`src/rtl/apb_req_sched_pkg.sv`:
```
`default_nettype none
// ---------------------------------------------------------------------------
// Module  : apb_req_sched_pkg
// Brief   : Shared state encoding and widths for the APB request scheduler.
// Revision: 1.0
// ---------------------------------------------------------------------------
package apb_req_sched_pkg;

    typedef enum logic [1:0] {
        IDLE   = 2'd0,
        SETUP  = 2'd1,
        ACCESS = 2'd2,
        RESP   = 2'd3
    } state_t;

    localparam int SLV_IDX_W  = 4;
    localparam int DATA_W     = 32;
    localparam int REQ_ADDR_W = 32;

endpackage
`default_nettype wire

```
`src/rtl/apb_req_sched_if.sv`:
```
`default_nettype none
// ---------------------------------------------------------------------------
// Module  : apb_req_sched_if
// Brief   : Requester-side and APB-side signals of the scheduler.
// Revision: 1.0
// ---------------------------------------------------------------------------
interface apb_req_sched_if #(
    parameter int APB_ADDR_WIDTH = 12,
    parameter int APB_NUM_SLAVES = 8,
    parameter int NUM_REQ        = 2
) ();
    import apb_req_sched_pkg::*;

    logic [NUM_REQ-1:0]                      req_valid_i;
    logic [NUM_REQ-1:0]                      req_ready_o;
    logic [NUM_REQ-1:0][REQ_ADDR_W-1:0]      req_addr_i;
    logic [NUM_REQ-1:0]                      req_write_i;
    logic [NUM_REQ-1:0][DATA_W-1:0]          req_wdata_i;
    logic [NUM_REQ-1:0]                      rsp_valid_o;
    logic [DATA_W-1:0]                       rsp_rdata_o;
    logic                                    rsp_err_o;

    logic [APB_NUM_SLAVES-1:0]               psel_o;
    logic                                    penable_o;
    logic                                    pwrite_o;
    logic [APB_ADDR_WIDTH-1:0]               paddr_o;
    logic [DATA_W-1:0]                       pwdata_o;
    logic [APB_NUM_SLAVES-1:0][DATA_W-1:0]   prdata_i;
    logic [APB_NUM_SLAVES-1:0]               pready_i;
    logic [APB_NUM_SLAVES-1:0]               pslverr_i;

    modport master (
        input  req_valid_i, req_addr_i, req_write_i, req_wdata_i,
        input  prdata_i, pready_i, pslverr_i,
        output req_ready_o, rsp_valid_o, rsp_rdata_o, rsp_err_o,
        output psel_o, penable_o, pwrite_o, paddr_o, pwdata_o
    );

    modport slave (
        output req_valid_i, req_addr_i, req_write_i, req_wdata_i,
        output prdata_i, pready_i, pslverr_i,
        input  req_ready_o, rsp_valid_o, rsp_rdata_o, rsp_err_o,
        input  psel_o, penable_o, pwrite_o, paddr_o, pwdata_o
    );

endinterface
`default_nettype wire

```
`src/rtl/apb_rr_arbiter.sv`:
```
`default_nettype none
// ---------------------------------------------------------------------------
// Module  : apb_rr_arbiter
// Brief   : Round-robin grant starting at the pointer; pointer moves past the winner.
// Revision: 1.0
// ---------------------------------------------------------------------------
module apb_rr_arbiter #(
    parameter int NUM_REQ = 2,
    localparam int PTR_W  = $clog2(NUM_REQ)
) (
    input  logic               clk,
    input  logic               rst,
    input  logic [NUM_REQ-1:0] req,
    input  logic               update,
    output logic [NUM_REQ-1:0] gnt,
    output logic [PTR_W-1:0]   gnt_idx
);

    localparam logic [PTR_W-1:0] C_LAST = PTR_W'(NUM_REQ - 1);

    logic [PTR_W-1:0] r_ptr;
    logic [PTR_W-1:0] w_cand;
    logic             w_found;

    always_comb begin
        gnt     = '0;
        gnt_idx = '0;
        w_found = 1'b0;
        w_cand  = '0;
        for (int i = 0; i < NUM_REQ; i++) begin
            w_cand = (int'(r_ptr) + i >= NUM_REQ) ? PTR_W'(int'(r_ptr) + i - NUM_REQ)
                                                  : PTR_W'(int'(r_ptr) + i);
            if (!w_found && req[w_cand]) begin
                w_found      = 1'b1;
                gnt[w_cand]  = 1'b1;
                gnt_idx      = w_cand;
            end
        end
    end

    always_ff @(posedge clk) begin
        if (rst) begin
            r_ptr <= '0;
        end else if (update) begin
            r_ptr <= (gnt_idx == C_LAST) ? '0 : gnt_idx + 1'b1;
        end
    end

endmodule
`default_nettype wire

```
`src/rtl/apb_req_sched.sv`:
```
`default_nettype none
// ---------------------------------------------------------------------------
// Module  : apb_req_sched
// Brief   : Round-robin sequencer sharing one APB bus between NUM_REQ requesters.
//           Define APB_REQ_SCHED_TIMEOUT_EN to abort ACCESS after TIMEOUT_CYCLES.
// Revision: 1.0
// ---------------------------------------------------------------------------
module apb_req_sched
    import apb_req_sched_pkg::*;
#(
    parameter int APB_ADDR_WIDTH = 12,
    parameter int APB_NUM_SLAVES = 8,
    parameter int NUM_REQ        = 2,
    parameter int TIMEOUT_CYCLES = 255
) (
    input  logic            clk_i,
    input  logic            rst_i,
    apb_req_sched_if.master bus
);

    localparam int PTR_W = $clog2(NUM_REQ);
    localparam logic [SLV_IDX_W:0] C_NUM_SLV = (SLV_IDX_W + 1)'(APB_NUM_SLAVES);

    state_t                    r_state;
    logic [NUM_REQ-1:0]        w_gnt;
    logic [PTR_W-1:0]          w_gnt_idx;
    logic [PTR_W-1:0]          r_gnt_idx;
    logic                      w_accept;
    logic [REQ_ADDR_W-1:0]     w_req_addr;
    logic [SLV_IDX_W-1:0]      w_req_slv;
    logic                      w_decode_err;
    logic [APB_NUM_SLAVES-1:0] r_psel;
    logic                      r_penable;
    logic                      r_pwrite;
    logic [APB_ADDR_WIDTH-1:0] r_paddr;
    logic [DATA_W-1:0]         r_pwdata;
    logic [NUM_REQ-1:0]        r_rsp_valid;
    logic [DATA_W-1:0]         r_rsp_rdata;
    logic                      r_rsp_err;
    logic                      w_sel_ready;
    logic                      w_sel_err;
    logic [DATA_W-1:0]         w_sel_rdata;
    logic                      w_tmo_hit;
    logic                      w_unused;

    // Gated by reset so nothing is accepted while the block is held in reset.
    assign w_accept = !rst_i && (r_state == IDLE) && (|bus.req_valid_i);

    apb_rr_arbiter #(
        .NUM_REQ (NUM_REQ)
    ) u_arb (
        .clk     (clk_i),
        .rst     (rst_i),
        .req     (bus.req_valid_i),
        .update  (w_accept),
        .gnt     (w_gnt),
        .gnt_idx (w_gnt_idx)
    );

    assign w_req_addr   = bus.req_addr_i[w_gnt_idx];
    assign w_req_slv    = w_req_addr[APB_ADDR_WIDTH +: SLV_IDX_W];
    assign w_decode_err = ({1'b0, w_req_slv} >= C_NUM_SLV);
    assign w_unused     = ^w_req_addr;

    // psel is one-hot, so masking with it ignores every unselected slave.
    always_comb begin
        w_sel_ready = 1'b0;
        w_sel_err   = 1'b0;
        w_sel_rdata = '0;
        for (int s = 0; s < APB_NUM_SLAVES; s++) begin
            if (r_psel[s]) begin
                w_sel_ready = bus.pready_i[s];
                w_sel_err   = bus.pslverr_i[s];
                w_sel_rdata = bus.prdata_i[s];
            end
        end
    end

`ifdef APB_REQ_SCHED_TIMEOUT_EN
    localparam int TMO_W = $clog2(TIMEOUT_CYCLES + 1);
    localparam logic [TMO_W-1:0] C_TMO_LAST = TMO_W'(TIMEOUT_CYCLES - 1);

    logic [TMO_W-1:0] r_tmo_cnt;

    // The current stalled cycle is the one that brings the count to the limit.
    assign w_tmo_hit = (r_state == ACCESS) && (r_tmo_cnt == C_TMO_LAST);
`else
    localparam int C_UNUSED_TMO = TIMEOUT_CYCLES;

    assign w_tmo_hit = 1'b0;
`endif

    always_ff @(posedge clk_i) begin
        if (rst_i) begin
            r_state     <= IDLE;
            r_gnt_idx   <= '0;
            r_psel      <= '0;
            r_penable   <= 1'b0;
            r_pwrite    <= 1'b0;
            r_paddr     <= '0;
            r_pwdata    <= '0;
            r_rsp_valid <= '0;
            r_rsp_rdata <= '0;
            r_rsp_err   <= 1'b0;
`ifdef APB_REQ_SCHED_TIMEOUT_EN
            r_tmo_cnt   <= '0;
`endif
        end else begin
            r_rsp_valid <= '0;
            case (r_state)
                IDLE: begin
                    if (w_accept) begin
                        r_gnt_idx <= w_gnt_idx;
                        if (w_decode_err) begin
                            r_rsp_valid <= w_gnt;
                            r_rsp_rdata <= '0;
                            r_rsp_err   <= 1'b1;
                            r_state     <= RESP;
                        end else begin
                            r_psel   <= APB_NUM_SLAVES'(1) << w_req_slv;
                            r_pwrite <= bus.req_write_i[w_gnt_idx];
                            r_paddr  <= w_req_addr[APB_ADDR_WIDTH-1:0];
                            r_pwdata <= bus.req_wdata_i[w_gnt_idx];
                            r_state  <= SETUP;
                        end
                    end
                end
                SETUP: begin
                    r_penable <= 1'b1;
                    r_state   <= ACCESS;
                end
                ACCESS: begin
                    if (w_sel_ready || w_tmo_hit) begin
                        r_psel      <= '0;
                        r_penable   <= 1'b0;
                        r_rsp_valid <= NUM_REQ'(1) << r_gnt_idx;
                        r_rsp_rdata <= (w_sel_ready && !r_pwrite) ? w_sel_rdata : '0;
                        r_rsp_err   <= w_sel_ready ? w_sel_err : 1'b1;
                        r_state     <= RESP;
                    end
`ifdef APB_REQ_SCHED_TIMEOUT_EN
                    if (!w_sel_ready && !w_tmo_hit) begin
                        r_tmo_cnt <= r_tmo_cnt + 1'b1;
                    end
`endif
                end
                RESP: begin
                    r_state <= IDLE;
`ifdef APB_REQ_SCHED_TIMEOUT_EN
                    r_tmo_cnt <= '0;
`endif
                end
                default: r_state <= IDLE;
            endcase
        end
    end

    assign bus.req_ready_o = w_accept ? w_gnt : '0;
    assign bus.rsp_valid_o = r_rsp_valid;
    assign bus.rsp_rdata_o = r_rsp_rdata;
    assign bus.rsp_err_o   = r_rsp_err;
    assign bus.psel_o      = r_psel;
    assign bus.penable_o   = r_penable;
    assign bus.pwrite_o    = r_pwrite;
    assign bus.paddr_o     = r_paddr;
    assign bus.pwdata_o    = r_pwdata;

endmodule
`default_nettype wire

```
`src/flat_wrapper.sv`:
```
// flat-port wrapper written by rule: the top's interface ports become plain ports
module apb_req_sched_flat import apb_req_sched_pkg::*;
#(
    parameter int APB_ADDR_WIDTH = 12,
    parameter int APB_NUM_SLAVES = 8,
    parameter int NUM_REQ        = 2,
    parameter int TIMEOUT_CYCLES = 255
)
  (clk_i, rst_i, bus_req_valid_i, bus_req_addr_i, bus_req_write_i, bus_req_wdata_i, bus_prdata_i, bus_pready_i, bus_pslverr_i, bus_req_ready_o, bus_rsp_valid_o, bus_rsp_rdata_o, bus_rsp_err_o, bus_psel_o, bus_penable_o, bus_pwrite_o, bus_paddr_o, bus_pwdata_o);
  apb_req_sched_if #(.APB_ADDR_WIDTH(APB_ADDR_WIDTH), .APB_NUM_SLAVES(APB_NUM_SLAVES), .NUM_REQ(NUM_REQ)) bus_i ();
  input  logic clk_i;
  input  logic rst_i;
  input wire logic [$bits(bus_i.req_valid_i)-1:0] bus_req_valid_i;
  input wire logic [$bits(bus_i.req_addr_i)-1:0] bus_req_addr_i;
  input wire logic [$bits(bus_i.req_write_i)-1:0] bus_req_write_i;
  input wire logic [$bits(bus_i.req_wdata_i)-1:0] bus_req_wdata_i;
  input wire logic [$bits(bus_i.prdata_i)-1:0] bus_prdata_i;
  input wire logic [$bits(bus_i.pready_i)-1:0] bus_pready_i;
  input wire logic [$bits(bus_i.pslverr_i)-1:0] bus_pslverr_i;
  output wire logic [$bits(bus_i.req_ready_o)-1:0] bus_req_ready_o;
  output wire logic [$bits(bus_i.rsp_valid_o)-1:0] bus_rsp_valid_o;
  output wire logic [$bits(bus_i.rsp_rdata_o)-1:0] bus_rsp_rdata_o;
  output wire logic [$bits(bus_i.rsp_err_o)-1:0] bus_rsp_err_o;
  output wire logic [$bits(bus_i.psel_o)-1:0] bus_psel_o;
  output wire logic [$bits(bus_i.penable_o)-1:0] bus_penable_o;
  output wire logic [$bits(bus_i.pwrite_o)-1:0] bus_pwrite_o;
  output wire logic [$bits(bus_i.paddr_o)-1:0] bus_paddr_o;
  output wire logic [$bits(bus_i.pwdata_o)-1:0] bus_pwdata_o;
  assign bus_i.req_valid_i = bus_req_valid_i;
  assign bus_i.req_addr_i = bus_req_addr_i;
  assign bus_i.req_write_i = bus_req_write_i;
  assign bus_i.req_wdata_i = bus_req_wdata_i;
  assign bus_i.prdata_i = bus_prdata_i;
  assign bus_i.pready_i = bus_pready_i;
  assign bus_i.pslverr_i = bus_pslverr_i;
  assign bus_req_ready_o = bus_i.req_ready_o;
  assign bus_rsp_valid_o = bus_i.rsp_valid_o;
  assign bus_rsp_rdata_o = bus_i.rsp_rdata_o;
  assign bus_rsp_err_o = bus_i.rsp_err_o;
  assign bus_psel_o = bus_i.psel_o;
  assign bus_penable_o = bus_i.penable_o;
  assign bus_pwrite_o = bus_i.pwrite_o;
  assign bus_paddr_o = bus_i.paddr_o;
  assign bus_pwdata_o = bus_i.pwdata_o;
  apb_req_sched #(.APB_ADDR_WIDTH(APB_ADDR_WIDTH), .APB_NUM_SLAVES(APB_NUM_SLAVES), .NUM_REQ(NUM_REQ), .TIMEOUT_CYCLES(TIMEOUT_CYCLES)) u_core (.clk_i(clk_i), .rst_i(rst_i), .bus(bus_i));
endmodule
```
`config.mk`:
```
export PLATFORM = sky130hd
export DESIGN_NAME = apb_req_sched_flat
export DESIGN_NICKNAME = d
export VERILOG_FILES = /design/src/rtl/apb_req_sched_pkg.sv /design/src/rtl/apb_req_sched_if.sv /design/src/rtl/apb_rr_arbiter.sv /design/src/rtl/apb_req_sched.sv /design/src/flat_wrapper.sv
export SDC_FILE = /design/constraint.sdc
export NUM_CORES = 1
export LEC_CHECK = 0
export ABC_AREA = 1
export CAP_MARGIN = 30
export CORE_AREA = 4 4 192 194
export DETAILED_ROUTE_END_ITERATION = 8
export DIE_AREA = 0 0 196 198
export MAX_ROUTING_LAYER = met4
export PLACE_DENSITY = 0.59
export RECOVER_POWER = 100
export REMOVE_ABC_BUFFERS = 1
export SYNTH_ARGS = -nofsm -noshare
export SYNTH_HDL_FRONTEND = slang
export SYNTH_SLANG_ARGS = --single-unit
```
`constraint.sdc`:
```
create_clock -name clk_i -period 1.8 [get_ports clk_i]
set_input_delay 0.18 -clock clk_i [delete_from_list [all_inputs] [get_ports clk_i]]
set_output_delay 0.18 -clock clk_i [all_outputs]
set_load 0.005 [all_outputs]
```
======== Yosys cells after proc, flatten, opt, wreduce, memory -nomap -nowiden ========
Index checks and enable logic that the tools add are counted.
operators by class
  add/sub/neg operators ................... 4
  magnitude comparators ................... 8
  eq/ne operators ......................... 7
  shift-type cells ........................ 2
  multiplexer cells ....................... 70
  bitwise gates (word level) .............. 2
  reductions and logical operators ........ 19
operators by type and width
  cell                 number
  $mux 32              14
  $pmux 32 s2          1
  $mux 1               34
  $mux 16              2
  $mux 8               3
  $mux 2               9
  $pmux 8 s2           1
  $pmux 2 s4           1
  $reduce_and 4->1     2
  $shl 1x4->8 const A  1
  $logic_and 1x1->1    6
  $lt 1x2->1 const B   3
  $ne 2x1->1 const B   3
  $reduce_and 2->1     3
  $eq 2x2->1 const B   2
  $ge 4x4->1 const B   1
  $pmux 1 s2           2
  $pmux 2 s2           1
  $reduce_bool 2->1    2
  $logic_not 1->1      3
  $reduce_and 3->1     1
  $add 1x1->2 const B  1
  $demux 1 s1          2
  $eq 2x1->1 const B   1
  other kinds (11)     13
storage, ports and cells
  flip-flop bits (word level) ............. 93
  bits of input ports ..................... 406
  output and inout bits ................... 91
  logic and storage cells ................. 123

======== Depth between registers and ports, before layout ========
Gate-level depths: netlist of run 1.
  word-level depth ........................ 14
  gate-level depth with buffers ........... 15
  gate-level depth less buffers ........... 14

======== Modules after synthesis ========
A second synthesis of run 1 with hierarchy kept.
unflattened totals
  cells, all modules ...................... 1220
  area total of the unflattened synthesis .. 6851.6 µm²
modules (own cells, without submodules)
  module          times used  cells each  area an instance (µm²)  seq. area each (µm²)
  apb_req_sched   1           1209        6779.0                  1841.8
  apb_rr_arbiter  1           11          72.6                    20.0

======== Least setup slack after synthesis of run 1 ========
Ideal clock, no wire load.
  path kind ............................... reg2reg
  start point ............................. register u_core.r_state[0]
  end point ............................... register u_core.r_rsp_rdata[3], in the netlist u_core.bus.rsp_rdata_o[3]
  library setup time ...................... 0.068 ns
  arrival time ............................ 1.635 ns
  required time ........................... 1.732 ns
  setup slack ............................. 0.097 ns
  cell stages (with the launch flop) ...... 12
  buffers on the path ..................... 1
  clock period less this slack ............ 1.703 ns
  path through ............................ dfxtp_1 inv_1 ha_1 o21ai_1 nor2_1 inv_2 o21ai_0 nand2_1 a21oi_4 buf_6 nand2_1 a21oi_2
between the ends
  cells in the longest elaborated chain, start to end .. 5
  elaborated cells between the ends (all ways) .. 10
  classes of those cells .................. 4 x eq/ne; 1 x mux; 5 x reduce/logical
RTL lines
  what                               line                                       RTL
  start: declaration                 apb_req_sched.sv:24                        state_t r_state;
  start signal: assignment           apb_req_sched.sv:95                        r_state <= IDLE;
  start signal: assignment           apb_req_sched.sv:118                       r_state <= RESP;
  start signal: assignment           apb_req_sched.sv:124                       r_state <= SETUP;
  $logic_not 2->1                    apb_req_sched.sv:47, apb_req_sched.sv:110
  $logic_and 1x1->1 (2 in a row)     apb_req_sched.sv:47                        assign w_accept = !rst_i && (r_state == IDLE) && (|bus.req_valid_i);
  $ne 2x1->1 (no source line)        -
  $reduce_and 4->1 (no source line)  -
  end signal: assignment             apb_req_sched.sv:137                       r_rsp_rdata <= (w_sel_ready && !r_pwrite) ? w_sel_rdata : '0;
  end: declaration                   apb_req_sched.sv:38                        logic [DATA_W-1:0] r_rsp_rdata;
Several ways; a longest one is shown, not always the timed one.
A chain may end at the register's enable or synchronous reset.

======== Final worst setup path of run 1 ========
  start point ............................. register u_core.r_psel[1], in the netlist u_core.bus.psel_o[1]
  end point ............................... register u_core.r_rsp_rdata[17], in the netlist u_core.bus.rsp_rdata_o[17]
between the ends
  cells in the longest elaborated chain, start to end .. 11
  elaborated cells between the ends (all ways) .. 20
  classes of those cells .................. 1 x eq/ne; 17 x mux; 2 x reduce/logical
RTL lines
  what                      line                  RTL
  start: declaration        apb_req_sched.sv:32   logic [APB_NUM_SLAVES-1:0] r_psel;
  start signal: assignment  apb_req_sched.sv:120  r_psel <= APB_NUM_SLAVES'(1) << w_req_slv;
  $mux 1 (7 in a row)       apb_req_sched.sv:71   if (r_psel[s]) begin
  $logic_and 1x1->1         apb_req_sched.sv:137
  $mux 32                   apb_req_sched.sv:137
  $mux 32                   apb_req_sched.sv:133  if (w_sel_ready || w_tmo_hit) begin
  $pmux 32 s2               apb_req_sched.sv:110  case (r_state)
Several ways; a longest one is shown, not always the timed one. The select of a mux whose other input is x is not followed.

==> results of run 1 <==
[worst min-delay path, stage by stage]
cell and delay (ps):
clkdlybuf4s50_1 390, nand2_1 60, a31oi_1 70
[metrics by stage]
step	hold WS, ps	instances	total power, mW	instance area, um^2	utilization
after floorplan	242.4	1122	4.004	6536	-
after global placement	447.9	2110	6.585	12450	0.3533
after detailed placement	457.6	2110	6.603	12450	0.3533
after CTS	363.5	2136	9.105	13080	0.3712
after global routing	390.4	2162	10.49	14020	0.3981
final	389.2	2162	9.929	14020	0.3981
[report_power, final]
group / internal (mW) / switching (mW)
combinational: 2.70 / 2.69
clock: 1.14 / 0.931
sequential: 2.31 / 0.154
total: 6.15 / 3.78
[layout make-up]
class,instances,area [um^2],share of cell area
Timing Repair Buffer,560,5982,0.4266
Multi-Input combinational cell,940,4913,0.3504
Sequential cell,93,1877,0.1338
Tap cell,461,576.8,0.04113
Inverter,89,346.6,0.02471
Clock buffer,10,239.0,0.01704
Clock inverter,6,75.07,0.005353
Timing Repair inverter,1,8.758,0.0006246
Antenna cell,2,5.005,0.0003569
[how the worst min path moves through the flow]
stage	from	to	cells past startpoint
2_1_floorplan	rst_i	u_core.bus.rsp_rdata_o[10]	1
3_3_place_gp	u_core.u_arb.r_ptr	u_core.u_arb.r_ptr	2
3_5_place_dp	u_core.u_arb.r_ptr	u_core.u_arb.r_ptr	2
4_1_cts	bus_req_addr_i[10]	u_core.bus.paddr_o[10]	3
5_1_grt	bus_req_addr_i[37]	u_core.bus.paddr_o[5]	3
6_report	bus_req_addr_i[10]	u_core.bus.paddr_o[10]	3
[layout by cell type (no fill, tap or decap), drive strengths merged, types with 3 or more instances in the layout]
master         count
nand2            421
o21ai             55
buf               86
nand3            144
clkdlybuf4s50    390
dfxtp             93
a31oi             45
clkinv             3
clkbuf            21
inv               91
a21oi            150
dlygate4sd3       70
or2               66
nor2              53
[metal layers]
metal	up-vias	wire, um	global-route usage
met1	4590	17400	0.2270
met2	425	21020	0.3518
met3	37	3637	0.06040
met4	0	1145	0.06155
met5	-	0	-
li1	4914	-	-
[registers in the layout, indices dropped and copies added, names as in the netlist]
signal	flops
u_core.bus.pwdata_o	32
u_core.bus.rsp_rdata_o	32
u_core.bus.paddr_o	12
u_core.bus.psel_o	8
u_core.bus.rsp_valid_o	2
u_core.r_state	2
u_core.bus.penable_o	1
u_core.bus.pwrite_o	1
u_core.bus.rsp_err_o	1
u_core.r_gnt_idx	1
u_core.u_arb.r_ptr	1
[timing repair]
action | CTS | global route
pin swaps | 7 | 34
gates cloned | 4 | 16
endpoints found under the setup margin | 47 | 94
hold buffers | 0 | 0
setup buffers | 6 | 9
hold endpoints to repair | 0 | 0
resized for setup | 46 | 145
[logic make-up (layout without fill, tap and decap cells)]
family | Yosys count | in the layout | synth area share
AO/OA/AOI/OAI | 252 | 252 | 0.1963
adder cells (fa/ha/maj) | 2 | 2 | 0.003592
AND/OR/NAND/NOR | 685 | 685 | 0.4214
flip-flops | 93 | 93 | 0.2673
multiplexers | 1 | 1 | 0.001437
other | 0 | 2 | 0
buffers and inverters | 187 | 666 | 0.1099
==> run_results.csv, run 1 <==
group,metric,value,unit
outcome,outcome,"finished with violations",
outcome,violations,"negative setup slack",
global_routing,grt_pass1_vias,9626,
sta,slew_violations,0,
yosys,synth_top_cells_by_count,"nand2_1 (418), nand3_1 (144), a21oi_1 (143)",
power_and_ir_drop,cellPowerDensity,708.0,mW/mm^2
yosys,synth_top_flop_cell,"dfxtp_1",
power_and_ir_drop,ir_drop,0.0005900,V
yosys,synth_cells,1220,
critical_path,startpoint,"u_core.bus.psel_o[1]",
sta,worst_slack,-137.7,ps
drt,dr.pass1.iters,5,
yosys,async_flop_share,0,
finish,nFillCells,3705,
cts,cts_tree,"built",
sta,final.setup_skew,9.691,ps
cts,cts-root-buf,"clkbuf_16",
sta,setup_tns,-1447,ps
yosys,synth_edf_count,0,
cts,clk_latency,360,ps
drt,routedWlPerCell,19.99,um
die,die_area,0.03881,mm^2
global_routing,grt_usage,0.2033,
yosys,yosys.area.top_type_share,0.2673,
critical_path,crit_slowest_cell,"dfxtp_4",
sta,period_share,1.077,
die,core,0.03522,mm^2
sta,rsz0062_at_grt,"yes",
yosys,ys_warn_count,0,
drt,via_count,9966,
yosys,synth_seq_area_share,0.2673,
die,die_y,198,um
critical_path,end_kind,"register",
finish,fin_nets,2102,
power_and_ir_drop,p_leak,5.876,nW
cts,cts_buffer_depth,2,
critical_path,worstPathRequired,2090,ps
drt,drc,0,
critical_path,crit_chain,"buf_8 -> buf_12 -> nand2_1 -> nand3_1 -> nand3_1 -> nand3_1 -> nand2_1 -> nand2_1 -> nand2_1 -> nand3_1 -> nor2_4 -> nand2_1 -> a21oi_1",
cts,h-tree-depth,3,
critical_path,path_class,"register to register",
sta,setup_violations,32,
critical_path,r2r_end,"u_core.bus.rsp_rdata_o[17]",
global_routing,grt_first_pass_wirelength,58370,um
placement,routabilityCongestion,0.9955,
run,max-cap-violations,0,
min_path,min_path_type,"primary input to register",
critical_path,r2r_slack,-140,ps
yosys,synth.most_common_cell,"nand2_1",
critical_path,critical_path.max_fanout,27,
die,io_pins,497,
global_routing,overflow,0,
critical_path,r2r_cells,13,
yosys,syn_area,0.006965,mm^2
cts,cts_buffers,9,
die,row_count,69,
critical_path,r2r_start,"u_core.bus.psel_o[1]",
cts,clock_sinks,93,
yosys,ys_ff_latch,93,
critical_path,cp.depth,13,
sta,max_slew_margin,0.5788,
sta,worstMarginPinSlew,631.8,ps
cts,path_clk_slew,70,ps
critical_path,worstPathArrival,2230,ps
critical_path,cp_common_cell,"nand2_1",
drt,drt-total-wl,43210,um
placement,dp_hpwl,31660,um
die,initial_core_util,0.1977,
placement,port_buffers,464,
critical_path,critPathTopFamily,"simple AND/OR/NAND/NOR gates",
critical_path,start_kind,"register",
drt,antenna_left,0,
critical_path,cp_num_buf_inv,2,
drt,via_per_inst,4.610,
sta,max_freq,516.1,MHz
critical_path,cp-endpoint,"u_core.bus.rsp_rdata_o[17]",
finish,area_delta_synth_final,101.3,%
yosys,yosysUniqueCellTypes,28,
yosys,synth_area_leaders,"dfxtp_1 (27%), nand2_1 (23%), nand3_1 (10%)",
die,die_w,196,um
placement,place_ws,-297.3,ps
finish,drive_above_1_share,0.1854,
yosys,synth_area_leader_cell,"dfxtp_1",
sta,final_hold_viol_count,0,
critical_path,cpPeakStageDelay,370,ps
drt,drtIter0Drc,525,
global_routing,grt_max_degree,61,
sta,layout_min_cycle_time,1938,ps
yosys,syn_area_per_cell,5.709,um^2
global_routing,antenna_found_initial,2,
Note: power is estimated with default switching activity, not from simulation.
==> run 2: changes to the inputs <==
--- a/config.mk
+++ b/config.mk
@@ -14,6 +14,7 @@
 export PLACE_DENSITY = 0.59
 export RECOVER_POWER = 100
 export REMOVE_ABC_BUFFERS = 1
+export SETUP_SLACK_MARGIN = 0.4
 export SYNTH_ARGS = -nofsm -noshare
 export SYNTH_HDL_FRONTEND = slang
 export SYNTH_SLANG_ARGS = --single-unit
==> run_results.csv, run 2 (synthesis gave the netlist of run 1 again) <==
group,metric,value,unit
min_path,min_path_type,"primary input to register",
drt,via_count,10140,
sta,period_share,1.059,
critical_path,critical_path.max_fanout,10,
sta,slew_violations,0,
die,row_count,69,
power_and_ir_drop,p_leak,6.296,nW
global_routing,overflow,0,
global_routing,grt_pass1_vias,10060,
die,die_w,196,um
min_path,hold_path_end,"u_core.u_arb.r_ptr",
power_and_ir_drop,sw_frac_of_total,0.3816,
critical_path,cp_num_buf_inv,3,
global_routing,antenna_found_initial,2,
critical_path,cp_common_cell,"nand2_1",
sta,worstMarginPinSlew,775.3,ps
min_path,hold_path_depth,4,
sta,final_hold_viol_count,0,
finish,final_common_cell,"nand2_1",
sta,final.setup_skew,12.48,ps
global_routing,grt_usage,0.2127,
critical_path,r2r_start,"u_core.bus.psel_o[0]",
finish,layout_common_cells,"nand2_1 (391), clkdlybuf4s50_1 (372), a21oi_1 (129)",
sta,max_slew_margin,0.4831,
placement,port_buffers,464,
critical_path,end_kind,"register",
die,die_area,0.03881,mm^2
critical_path,worstPathArrival,2200,ps
power_and_ir_drop,cell_internal_pwr,6.436,mW
drt,via_per_inst,4.635,
critical_path,r2r_end,"u_core.bus.rsp_rdata_o[14]",
drt,drt-total-wl,43870,um
critical_path,r2r_cells,15,
power_and_ir_drop,p_comb_frac,0.560,
global_routing,grt_max_degree,57,
critical_path,start_kind,"register",
placement,dp_hpwl,31660,um
power_and_ir_drop,power.total,10.41,mW
cts,cts_tree,"built",
finish,drive_above_1_share,0.2255,
outcome,outcome,"finished with violations",
sta,layout_min_cycle_time,1906,ps
critical_path,crit_chain,"buf_12 -> buf_12 -> buf_12 -> nand2_1 -> nand2_1 -> nand3_1 -> nand3_1 -> nand3_1 -> nand2_1 -> nand2_1 -> nand2_1 -> nand3_1 -> nor2_4 -> nand2_2 -> a21oi_2",
cts,hold_buffers,0,
critical_path,critPathTopFamily,"simple AND/OR/NAND/NOR gates",
critical_path,path_class,"register to register",
power_and_ir_drop,cellPowerDensity,715.6,mW/mm^2
die,io_pins,497,
sta,rsz0062_at_grt,"yes",
sta,worst_hold_slack,338.2,ps
cts,cts_buffer_depth,2,
placement,place_ws,-297.3,ps
sta,worst_slack,-106.3,ps
run,max-cap-violations,0,
drt,drc,0,
critical_path,cp.depth,15,
drt,drtIter0Drc,522,
drt,routedWlPerCell,20.05,um
power_and_ir_drop,clkPwrFrac,0.200,
sta,setup_violations,40,
cts,clk_latency,360,ps
placement,routabilityCongestion,0.9955,
outcome,violations,"negative setup slack",
cts,cts_buffers,9,
power_and_ir_drop,p_switching,3.971,mW
power_and_ir_drop,ir_drop,0.0005637,V
critical_path,crit_slowest_cell,"dfxtp_4",
global_routing,grt_first_pass_wirelength,61180,um
die,core,0.03522,mm^2
finish,area_delta_synth_final,108.8,%
cts,h-tree-depth,3,
critical_path,worstPathRequired,2100,ps
drt,dr.pass1.iters,5,
die,die_y,198,um
sta,max_freq,524.6,MHz
drt,antenna_left,0,
cts,cts-root-buf,"clkbuf_16",
cts,path_clk_slew,80,ps
min_path,min_from,"bus_req_valid_i[0]",
finish,fin_nets,2128,
critical_path,r2r_slack,-110,ps
die,initial_core_util,0.1977,
power_and_ir_drop,p_seq_frac,0.240,
critical_path,cpPeakStageDelay,370,ps
cts,clock_sinks,93,
==> run 2: changes by cell type in the layout (fill, tap and decap cells not counted), sizes merged, moves of 5 or more <==
cell           delta
dlygate4sd3      -70
clkbuf            -5
buf              +34
dlygate4sd2      +71
clkdlybuf4s50    -18
dlymetal6s2s      +6
clkdlybuf4s25     +9
==> run 2: worst max-delay path by stage <==
stage                               from                         end  slack [ps]
global placement      bus_req_valid_i[1]          bus_req_ready_o[1]        -320
floorplan             u_core.u_arb.r_ptr       u_core.bus.paddr_o[0]       -1030
global route        u_core.bus.psel_o[1]  u_core.bus.rsp_rdata_o[27]        -220
CTS                 u_core.bus.psel_o[0]  u_core.bus.rsp_rdata_o[18]        -100
finish              u_core.bus.psel_o[0]  u_core.bus.rsp_rdata_o[14]        -110
detailed placement    bus_req_valid_i[1]          bus_req_ready_o[1]        -300
==> run 2: repair_timing <==
item	4_1_cts	5_1_grt
buffers inserted	25	13
setup endpoints to repair	172	113
pin swaps	26	42
gates cloned	14	8
gates resized for setup	279	140
endpoints found under the hold margin	0	0
==> run 2: area by class of cell <==
class                           count  area [um^2]
Clock inverter                      6        75.07
Inverter                           89        351.6
Fill cell                        3679        20680
Antenna cell                        2        5.005
Timing Repair inverter              1        8.758
Multi-Input combinational cell    940         5055
Sequential cell                    93         1891
Timing Repair Buffer              586         6340
Tap cell                          461        576.8
Clock buffer                       10        239.0
==> run 2: worst reg2reg max path: stages (launching register included) <==
cell and delay (ps):
dfxtp_4 370, buf_12 130, buf_12 120, buf_12 120
nand2_1 50, nand2_1 50, nand3_1 60, nand3_1 80
nand3_1 130, nand2_1 200, nand2_1 70, nand2_1 60
nand3_1 130, nor2_4 130, nand2_2 60, a21oi_2 100
==> run 2: per-layer routing <==
layer / global-route usage / wire [um] / vias to the layer above / share of wire
li1: - / - / 4976 / -
met2: 0.3742 / 21300 / 447 / 0.49
met1: 0.2372 / 17650 / 4679 / 0.40
met5: - / 0 / - / 0
met3: 0.05853 / 3748 / 39 / 0.085
met4: 0.05948 / 1180 / 0 / 0.027
==> run 2: power groups by stage <==
stage          clock [mW]  combinational (mW)  sequential, mW
6_report             2.08                5.83            2.50
2_1_floorplan           0                1.46            2.54
4_1_cts              2.13                5.21            2.49
3_5_place_dp            0                4.11            2.49
3_3_place_gp            0                4.10            2.49
5_1_grt              2.21                6.24            2.53
==> run 2: through the flow <==
stage	std cells	util	cell area, um^2	TNS [ps]
3_3_place_gp	2110	0.3533	12450	-15070
2_1_floorplan	1122	-	6536	-86500
6_report	2188	0.4128	14540	-2322
3_5_place_dp	2110	0.3533	12450	-16810
5_1_grt	2188	0.4128	14540	-9204
4_1_cts	2165	0.3924	13820	-3013
==> run 3: changes to the inputs <==
--- a/config.mk
+++ b/config.mk
@@ -7,11 +7,11 @@
 export LEC_CHECK = 0
 export ABC_AREA = 1
 export CAP_MARGIN = 30
-export CORE_AREA = 4 4 192 194
+export CORE_AREA = 4 4 190 192
 export DETAILED_ROUTE_END_ITERATION = 8
-export DIE_AREA = 0 0 196 198
+export DIE_AREA = 0 0 194 196
 export MAX_ROUTING_LAYER = met4
-export PLACE_DENSITY = 0.59
+export PLACE_DENSITY = 0.58
 export RECOVER_POWER = 100
 export REMOVE_ABC_BUFFERS = 1
 export SETUP_SLACK_MARGIN = 0.4
==> constraint.sdc (replaced) <==
create_clock -name clk_i -period 2.21 [get_ports clk_i]
set_input_delay 0.221 -clock clk_i [delete_from_list [all_inputs] [get_ports clk_i]]
set_output_delay 0.221 -clock clk_i [all_outputs]
set_load 0.005 [all_outputs]
==> run_results.csv, run 3 (synthesis gave the netlist of run 1 again) <==
group,metric,value,unit
outcome,outcome,"finished clean",
placement,place_ws,4.035,ps
global_routing,overflow,0,
sta,period_share,0.8890,
min_path,hold_path_end,"u_core.u_arb.r_ptr",
cts,path_clk_slew,70,ps
critical_path,path_class,"register to register",
global_routing,grt_use_met1,0.2629,
sta,worst_slack,245.3,ps
global_routing,top_usage_layer,"met2",
finish,area_delta_synth_final,91.94,%
sta,final_hold_viol_count,0,
global_routing,gr-usage-met3,0.05616,
sta,slew_violations,0,
die,die_y,196,um
drt,drtIter0Drc,503,
power_and_ir_drop,ir_drop,0.0003476,V
sta,final.setup_skew,15.97,ps
sta,rsz0062_at_grt,"yes",
cts,h-tree-depth,3,
sta,max_slew_margin,0.6745,
power_and_ir_drop,sw_frac_of_total,0.3790,
critical_path,worstPathRequired,2500,ps
global_routing,antenna_found_initial,1,
cts,cts_buffers,9,
global_routing,met2_usage,0.3581,
placement,dp_hpwl,31050,um
die,initial_core_util,0.2026,
critical_path,start_kind,"register",
critical_path,r2r_end,"u_core.bus.rsp_rdata_o[8]",
drt,antenna_left,0,
cts,cts_tree,"built",
drt,drc,0,
sta,worstMarginPinSlew,488.2,ps
drt,via_per_inst,4.546,
global_routing,grt_pass1_vias,9628,
critical_path,r2r_start,"u_core.r_state[0]",
finish,nFillCells,3690,
power_and_ir_drop,p_switching,2.803,mW
drt,via_count,9693,
min_path,min_from,"bus_req_valid_i[0]",
die,io_pins,497,
critical_path,end_kind,"register",
finish,drive_above_1_share,0.1391,
finish,fin_nets,2078,
finish,final_area,0.01337,mm^2
finish,layout_common_cells,"nand2_1 (395), clkdlybuf4s50_1 (377), a21oi_1 (138)",
drt,drt-total-wl,42240,um
sta,layout_min_cycle_time,1965,ps
sta,max_freq,509.0,MHz
die,die_w,194,um
cts,cts_buffer_depth,2,
power_and_ir_drop,clkPwrFrac,0.214,
placement,port_buffers,464,
power_and_ir_drop,p_seq_frac,0.269,
finish,final_common_cell,"nand2_1",
global_routing,grt_max_degree,67,
min_path,min_path_type,"primary input to register",
cts,clock_sinks,93,
critical_path,r2r_cells,14,
die,core,0.03437,mm^2
placement,routabilityCongestion,0.9725,
placement,dpl-instance-area,0.01219,mm^2
die,row_count,68,
drt,dr.pass1.iters,5,
drt,routedWlPerCell,19.81,um
critical_path,critical_path.max_fanout,8,
run,max-cap-violations,0,
critical_path,worstPathArrival,2250,ps
min_path,hold_path_depth,4,
sta,setup_violations,0,
critical_path,r2r_slack,250,ps
power_and_ir_drop,cellPowerDensity,553.3,mW/mm^2
cts,cts-root-buf,"clkbuf_16",
power_and_ir_drop,cell_internal_pwr,4.593,mW
power_and_ir_drop,p_comb_frac,0.516,
die,die_area,0.03802,mm^2
global_routing,grt_usage,0.2151,
cts,clk_latency,360,ps
global_routing,grt_first_pass_wirelength,60990,um
power_and_ir_drop,p_leak,5.774,nW
-- run 3: changes by cell type in the layout (fill, tap and decap cells not counted), sizes merged, moves of 2 or more --
cell	previous run	this run
clkdlybuf4s50	372	377
clkdlybuf4s25	9	1
buf	120	64
dlygate4sd3	0	83
clkinvlp	1	3
clkinv	4	2
dlygate4sd2	71	0
dlymetal6s2s	7	1
bufbuf	1	3
-- run 3: timing repair --
item                                   CTS  global route
setup endpoints to repair               46            56
gates cloned                             9             3
pin swaps                               11            22
endpoints found under the hold margin    0             0
setup buffers                           16             8
hold buffers                             0             0
resized for setup                       65            52
-- run 3: area by class of cell --
cell class / count / area, um^2 / area share
clock buffer: 10 / 239.0 / 0.01788
clock inverter: 6 / 52.55 / 0.003931
timing repair buffer: 537 / 5714 / 0.4274
multi-input combinational: 940 / 4546 / 0.3400
antenna: 2 / 5.005 / 0.0003744
sequential: 93 / 1884 / 0.1409
inverter: 89 / 359.1 / 0.02686
tap: 455 / 569.3 / 0.04258
-- run 3: worst max path at each step --
stage	from	endpoint	slack, ps	cells past startpoint
5_1_grt	u_core.r_state[0]	u_core.bus.rsp_rdata_o[6]	140	14
6_report	u_core.r_state[0]	u_core.bus.rsp_rdata_o[8]	250	14
2_1_floorplan	u_core.u_arb.r_ptr	u_core.bus.paddr_o[0]	-620	9
3_3_place_gp	bus_pready_i[0]	u_core.bus.rsp_err_o	20	15
4_1_cts	u_core.r_state[0]	u_core.bus.rsp_rdata_o[14]	350	14
3_5_place_dp	bus_pready_i[0]	u_core.bus.rsp_err_o	4	15
-- run 3: through the flow --
stage	power (mW)	TNS [ps]	cells	util	hold WS (ps)
after floorplan	3.261	-49440	1122	-	283.4
final	7.396	0	2132	0.3889	395.0
after global routing	7.877	0	2131	0.3889	400.0
after detailed placement	5.201	0	2078	0.3547	457.3
after global placement	5.192	0	2078	0.3547	449.8
after CTS	7.472	0	2119	0.3806	408.4
-- run 3: layer usage --
| metal | routed length [um] | vias up |
|---|---|---|
| li1 | - | 4847 |
| met2 | 20260 | 389 |
| met3 | 3217 | 31 |
| met4 | 850 | 0 |
| met5 | 0 | - |
| met1 | 17910 | 4426 |
-- run 3: power groups by stage --
stage	sequential (mW)	combinational [mW]	clock, mW
floorplan	2.07	1.19	0
global placement	2.02	3.17	0
detailed placement	2.03	3.17	0
CTS	2.01	3.84	1.63
global route	2.02	4.16	1.70
finish	1.99	3.82	1.58
-- run 3: critical path: stages, from the launching register on --
cell	delay, ps
dfxtp_1	310
inv_2	60
ha_1	220
o21ai_2	90
nor2_1	90
inv_1	110
o21ai_2	80
nand2_1	110
buf_6	130
a21oi_4	120
buf_12	150
buf_12	120
buf_16	120
nand2_1	60
a21oi_1	120
